===== src/rtl/window_coeff_loader.sv =====
// Settings-bus fed coefficient FIFO that replays coefficients as an AXI-stream
// load with tlast on the programmed window boundary, plus load status flags.
module window_coeff_loader #(
    parameter logic [7:0]  SR_COEFF_LEN            = 8'd0,
    parameter logic [7:0]  SR_COEFF_DATA           = 8'd1,
    parameter int unsigned MAX_LOG2_OF_WINDOW_SIZE = 10,
    parameter int unsigned COEFF_WIDTH             = 16,
    parameter int unsigned FIFO_LOG2               = 2
) (
    input  logic                   clk,
    input  logic                   reset_n,
    input  logic                   clear,
    input  logic                   set_stb,
    input  logic [7:0]             set_addr,
    input  logic [31:0]            set_data,
    output logic [COEFF_WIDTH-1:0] o_coeff_tdata,
    output logic                   o_coeff_tlast,
    output logic                   o_coeff_tvalid,
    input  logic                   o_coeff_tready,
    output logic                   busy,
    output logic                   loaded,
    output logic                   overrun,
    output logic                   len_err
);

    localparam int unsigned DEPTH = 2 ** FIFO_LOG2;
    localparam int unsigned CW    = FIFO_LOG2 + 1;
    localparam int unsigned IW    = MAX_LOG2_OF_WINDOW_SIZE;

    localparam logic [FIFO_LOG2-1:0] PTR_ONE = 1;
    localparam logic [CW-1:0]        CNT_ONE = 1;
    localparam logic [CW-1:0]        CNT_MAX = DEPTH[CW-1:0];
    localparam logic [IW-1:0]        IDX_ONE = 1;

    logic [COEFF_WIDTH-1:0] r_mem [DEPTH];
    logic [FIFO_LOG2-1:0]   r_wr_ptr;
    logic [FIFO_LOG2-1:0]   r_rd_ptr;
    logic [CW-1:0]          r_count;
    logic [IW-1:0]          r_index;
    logic [IW-1:0]          r_last_index;
    logic                   r_loaded;
    logic                   r_overrun;
    logic                   r_len_err;

    logic w_full;
    logic w_empty;
    logic w_push_req;
    logic w_push;
    logic w_pop;
    logic w_len_req;
    logic w_last;
    logic w_busy;

    assign w_full     = (r_count == CNT_MAX);
    assign w_empty    = (r_count == '0);
    assign w_push_req = set_stb && (set_addr == SR_COEFF_DATA);
    // Fullness is judged before any same-cycle pop, so a full FIFO drops the push.
    assign w_push     = w_push_req && !w_full;
    assign w_pop      = !w_empty && o_coeff_tready;
    assign w_len_req  = set_stb && (set_addr == SR_COEFF_LEN);
    assign w_last     = (r_index == r_last_index);
    assign w_busy     = !w_empty || (r_index != '0);

    assign o_coeff_tvalid = !w_empty;
    assign o_coeff_tdata  = w_empty ? '0 : r_mem[r_rd_ptr];
    assign o_coeff_tlast  = w_last && !w_empty;
    assign busy           = w_busy;
    assign loaded         = r_loaded;
    assign overrun        = r_overrun;
    assign len_err        = r_len_err;

    always_ff @(posedge clk) begin
        if (w_push) begin
            r_mem[r_wr_ptr] <= set_data[COEFF_WIDTH-1:0];
        end
    end

    always_ff @(posedge clk or negedge reset_n) begin
        if (!reset_n) begin
            r_wr_ptr     <= '0;
            r_rd_ptr     <= '0;
            r_count      <= '0;
            r_index      <= '0;
            r_last_index <= '1;
            r_loaded     <= 1'b0;
            r_overrun    <= 1'b0;
            r_len_err    <= 1'b0;
        end else if (clear) begin
            r_wr_ptr     <= '0;
            r_rd_ptr     <= '0;
            r_count      <= '0;
            r_index      <= '0;
            r_loaded     <= 1'b0;
            r_overrun    <= 1'b0;
            r_len_err    <= 1'b0;
        end else begin
            if (w_push) begin
                r_wr_ptr <= r_wr_ptr + PTR_ONE;
            end
            if (w_pop) begin
                r_rd_ptr <= r_rd_ptr + PTR_ONE;
                if (w_last) begin
                    r_index  <= '0;
                    r_loaded <= 1'b1;
                end else begin
                    r_index <= r_index + IDX_ONE;
                end
            end
            case ({w_push, w_pop})
                2'b10:   r_count <= r_count + CNT_ONE;
                2'b01:   r_count <= r_count - CNT_ONE;
                default: r_count <= r_count;
            endcase
            if (w_push_req && w_full) begin
                r_overrun <= 1'b1;
            end
            if (w_len_req) begin
                if (w_busy) begin
                    r_len_err <= 1'b1;
                end else begin
                    r_last_index <= set_data[IW-1:0];
                    r_loaded     <= 1'b0;
                end
            end
            // A new coefficient invalidates completion, even against a same-cycle tlast.
            if (w_push) begin
                r_loaded <= 1'b0;
            end
        end
    end

endmodule


===== config.mk =====
export PLATFORM = sky130hd
export DESIGN_NAME = window_coeff_loader
export DESIGN_NICKNAME = d
export VERILOG_FILES = /design/src/rtl/window_coeff_loader.sv
export SDC_FILE = /design/constraint.sdc
export NUM_CORES = 1
export LEC_CHECK = 0
export ABC_CLOCK_PERIOD_IN_PS = 6050
export CORE_MARGIN = 2
export CORE_UTILIZATION = 39
export DETAILED_ROUTE_END_ITERATION = 16
export SYNTH_ARGS = -nofsm -noshare
export SYNTH_HDL_FRONTEND = slang
export SYNTH_SLANG_ARGS = --single-unit

===== constraint.sdc =====
create_clock -name clk -period 6.05 [get_ports clk]
set_clock_uncertainty 0.15 [all_clocks]
set_input_delay 0.9075 -clock clk [delete_from_list [all_inputs] [get_ports clk]]
set_output_delay 0.9075 -clock clk [all_outputs]
set_load 0.1 [all_outputs]

Word-level counts from Yosys, hierarchy flattened
Memories as Yosys holds them, arrays and structs flattened.
Index checks and enable logic that the tools add are counted.
- bits in registers: 30
- bits in writable memories: 64
- input port bits: 45
- memories: 1
- add/subtract/negate cells: 5
- eq/ne operators: 5
- multiplexer cells: 23
- bitwise gates (word level): 2
- reductions and logical operators: 20
- memories (name ; depth ; width ; read ports ; clocked after Yosys merged registers in ; wr ports ; RTL line ; text):
    r_mem ; 4 ; 16 ; 1 ; 0 ; 1 ; 35 ; logic [COEFF_WIDTH-1:0] r_mem [DEPTH];
- operator list (cell ; number):
    two-way mux 10 bit ; 3
    two-way mux 16 bit ; 1
    two-way mux 1 bit ; 13
    adder 10 x 1 -> 10 bit (second input constant) ; 1
    == test 10 bit ; 1
    nonzero test 10 bit ; 1
    nonzero test 2 bit ; 5
    == test 8 x 1 -> 1 bit (second input constant) ; 1
    logical NOT 8 bit ; 1
    two-way mux 2 bit ; 4
    logical AND 1 bit ; 6
    case mux 3 bit (2 select lines) ; 1
    adder 2 x 1 -> 2 bit (second input constant) ; 2
    adder 3 x 1 -> 3 bit (second input constant) ; 1
    == test 3 bit (second input constant) ; 1
    logical NOT 3 bit ; 1
    two-way mux 3 bit ; 1
    AND reduction 3 bit ; 1
    nonzero test 3 bit ; 1
    subtractor 3 x 1 -> 3 bit (second input constant) ; 1
    == test 2 x 1 -> 1 bit (second input constant) ; 1
    == test 2 bit (second input constant) ; 1
    logical NOT 1 bit ; 2
    NOT 1 bit ; 2
    2 further kinds ; 2

Depth between registers and ports, before layout
- word-level depth: 8
- mapped depth: 9
- depth with buffers taken out: 7

Worst setup path after synthesis
OpenSTA, ideal clock, no wires.
- path kind: reg-to-output
- start point: reg r_index[4]
- end point: out o_coeff_tlast
- arrival time: 2629 ps
- data required time: 4992 ps
- path slack: 2364 ps
- stages on the path, launching flop included: 7
- buffers on the path: 2
- path through: dfrtp_1 -> clkbuf_1 -> xor2_1 -> nor4_1 -> nand4_1 -> clkbuf_1 -> nor2_1
- word-level cells in the longest chain between the ends: 2
- RTL lines (item ; RTL line ; text):
    from (decl) ; 39 ; logic [IW-1:0] r_index;
    from (signal assigned) ; 106 ; r_index <= r_index + IDX_ONE;
    == test 10 bit ; 61 ; assign w_last = (r_index == r_last_index);
    logical AND 1 bit ; 66 ; assign o_coeff_tlast = w_last && !w_empty;
    to (decl) ; 17 ; output logic o_coeff_tlast,
Every way passes these cells.

Worst setup path in the final report
- start point: reg r_index[1]
- end point: out o_coeff_tlast
The elaborated chain is that of the path after synthesis.

==> impl_metrics.csv <==
group,metric,value,unit
floorplan,initial_core_util,40.1,%
power_and_ir_drop,p_seq_share,35.0,%
sta,max_slew.worst_pin.slew,969,ps
sta,final-setup-viol-count,0,
route,drc,0,
synthesis,synth-async-reset-ratio,31.9,%
power_and_ir_drop,fin_total_pwr,2.11,mW
sta,rsz0062_at_grt,"false",
power_and_ir_drop,worst_ir_drop_vdd,0.346,mV
route,first_iter_violations,111,
worst_setup_path,end_kind,"output port",
sta,hold_viol_final,0,
clocking,clock-sinks,94,
power_and_ir_drop,switchingPower,0.898,mW
route,drt_pass1_iterations,4,
synthesis,synth_compound_area_share,2.60,%
global_routing,grt_pass1_vias,2460,
route,drt_wl_total,7620,microns
finish,drive_above_1_share,17.5,%
finish,fillers,912,
synthesis,synth_flop_cell,"edfxtp_1",
synthesis,synth_top_family_by_area,"simple AND/OR/NAND/NOR gates",
route,post_drt_wl_per_cell,16.3,microns
synthesis,synth-simple-area-share,13.2,%
place,place.gp.congestion,0.775,
floorplan,die_y,107,microns
synthesis,synthMuxAreaShare,11.9,%
outcome,status,"completed",
synthesis,synth_xor_area_share,3.18,%
clocking,clock_latency,350,ps
synthesis,yosysWarnings,0,
clocking,clk_path_buf_depth,2,
sta,fin_crit_sh,73.1,%
clocking,cts-root-buf,"clkbuf_8",
worst_setup_path,cpMaxStageDelayCell,"clkdlybuf4s50_1",
synthesis,synth_nets,330,
floorplan,die_x,107,microns
worst_setup_path,crit_path_max_incr_delay,1170,ps
synthesis,syn_area_per_cell,14.9,sq um
worst_setup_path,required,4990,ps
global_routing,grt-ovfl-total,0,
synthesis,ys_ff_latch,94,
worst_setup_path,worstPathArrival,3370,ps
power_and_ir_drop,p_clk_share,23.8,%
synthesis,synthAdderAreaFrac,2.30,%
route,ant_nets,0,
synthesis,netlist_area,0.00414,sq mm
synthesis,yosys.area.top_type,"edfxtp_1",
synthesis,synth_top_area_share,46.4,%
global_routing,antenna_found_initial,0,
worst_setup_path,crit_chain,"xor2_1 > nor4_1 > nand4_1 > nor2_1 > clkdlybuf4s50_1",
route,vias,2414,
clocking,clk_transition_reported_paths,90,ps
power_and_ir_drop,power_density,420,mW/mm^2
clocking,hold_buffers,0,
place,dpl.hpwl,4850,microns
floorplan,placementRows,37,
synthesis,synthTopCellsByArea,"edfxtp_1 46%, dfrtp_1 12%, mux4_2 8.7%",
worst_setup_path,path_delay_family,"simple AND/OR/NAND/NOR gates",
clocking,h-tree-depth,3,
place,port_buffers,50,
floorplan,die_area,0.0114,sq mm
synthesis,synth_edf_count,64,
global_routing,grt_first_pass_wirelength,12600,microns
floorplan,io_pins,67,
sta,slew_viol_final,0,
global_routing,grt_max_degree,31,
power_and_ir_drop,combPwrFrac,41.2,%
power_and_ir_drop,p_int,1.21,mW
worst_setup_path,cp-start-kind,"flop",
worst_hold_path,min_path_type,"reg -> reg",
route,viasPerCell,5.16,
worst_setup_path,path_buf_inv,1,
sta,fin_hold_ws,361,ps
sta,maxSlewHeadroom,35.2,%
synthesis,synth_cell_types,36,
finish,syn_to_final_growth,21.3,%
clocking,cts_setup_buffers,0,
power_and_ir_drop,power.share.switching,42.6,%
power_and_ir_drop,leakagePower,1.76,nW
synthesis,seq_area_frac_synth,64.9,%
clocking,tritoncts,"yes",
floorplan,core_area,0.0103,sq mm
clocking,tritoncts.num_buffers,9,
finish,fin_nets,379,
sta,min_period,4420,ps
worst_setup_path,worstPathMaxFanout,17,
sta,fin_tns_setup,0,ps
worst_setup_path,path_class,"reg -> out",
sta,fmax,226,MHz
synthesis,synthCells,278,
global_routing,grt.total_usage,14.5,%
clocking,cts_resized,0,
finish,n_antenna_cell,0,
job,cap_violations,0,
final cells by class:
| class | count | area [sq um] | area share [%] |
|---|---|---|---|
| well taps | 136 | 170 | 3.39 |
| inverters | 5 | 18.8 | 0.374 |
| multi-input cells | 164 | 1380 | 27.5 |
| repair buffers | 53 | 523 | 10.4 |
| clock buffers | 9 | 124 | 2.47 |
| flip-flops and latches | 94 | 2690 | 53.5 |
| clock inverters | 7 | 119 | 2.37 |
worst paths after layout:
check / cells after the start / startpoint / endpoint / slack, ps
max: 5 / r_index[1]$_DFFE_PN0P_ / o_coeff_tlast / 1630
min: 2 / len_err$_DFFE_PN0P_ / len_err$_DFFE_PN0P_ / 360
max reg2reg: 7 / r_count[0]$_DFFE_PN0P_ / r_count[2]$_DFFE_PN0P_ / 3090
min reg2reg: 2 / len_err$_DFFE_PN0P_ / len_err$_DFFE_PN0P_ / 360
max in group asynchronous: 2 / reset_n / r_last_index[7]$_DFFE_PN1P_ / 4640
min in group asynchronous: 2 / reset_n / r_index[1]$_DFFE_PN0P_ / 790
layout by cell type (no fill, tap or decap), drive strengths merged, types with 5 or more instances in the layout:
cell type       n
clkdlybuf4s50  50
clkbuf          9
mux4           16
nand2          16
xor2           10
a21oi           5
nand3           6
mux2           10
inv             7
nor2           14
edfxtp         64
dfrtp          20
nor4            5
and2            5
dfstp          10
nor2b          21
ha              6
nor3           12
xnor2           5
power groups by stage:
stage	clock, mW	sequential, mW	combinational (mW)
after floorplan	0	0.742	0.674
after global placement	0	0.752	0.870
after detailed placement	0	0.752	0.875
after CTS	0.510	0.739	0.877
after global routing	0.538	0.742	0.907
final	0.502	0.737	0.867
routing by layer:
| metal | routed length, microns | up-vias | GRT usage, % |
|---|---|---|---|
| met5 | 0 | - | 0 |
| met4 | 100 | 0 | 4.17 |
| met3 | 260 | 9 | 3.28 |
| met2 | 3630 | 56 | 23.1 |
| met1 | 3640 | 1219 | 19.9 |
| li1 | - | 1130 | - |
worst min-delay path: stages, from the launching register on:
cell	delay (ps)
dfrtp_1	360
a21oi_1	40
nor2_1	80
metrics by stage:
step | area, sq um | setup WS [ps] | util, % | instances
after global placement | 4770 | 2050 | 46.2 | 452
after global routing | 5020 | 1440 | 48.6 | 468
after detailed placement | 4770 | 2000 | 46.2 | 452
final | 5020 | 1630 | 48.6 | 468
after CTS | 5020 | 1590 | 48.6 | 468
after floorplan | 4140 | 2360 | - | 278
Yosys cell counts, drive strengths merged, types with 3 or more instances:
master / count
edfxtp: 64
nor2b: 21
dfrtp: 20
mux4: 16
nand2: 16
nor2: 14
nor3: 12
clkbuf: 11
dfstp: 10
mux2: 10
xor2: 10
ha: 6
nand3: 6
a21oi: 5
and2: 5
inv: 5
nor4: 5
xnor2: 5
and3: 4
buf: 4
o21ai: 4
a31oi: 3
nor3b: 3
nor4b: 3
logic make-up after synthesis:
logic type,count (synthesis)
compound gates,17
xor+xnor,15
fa+ha+maj,7
buf+inv,20
flops,94
mux,28
simple gates,97
flip-flops by register name (all words and copies together) (netlist names):
name,flops
len_err,1
loaded,1
overrun,1
r_count,3
r_index,10
r_last_index,10
r_mem,64
r_rd_ptr,2
r_wr_ptr,2
(Power assumes the default switching activity.)
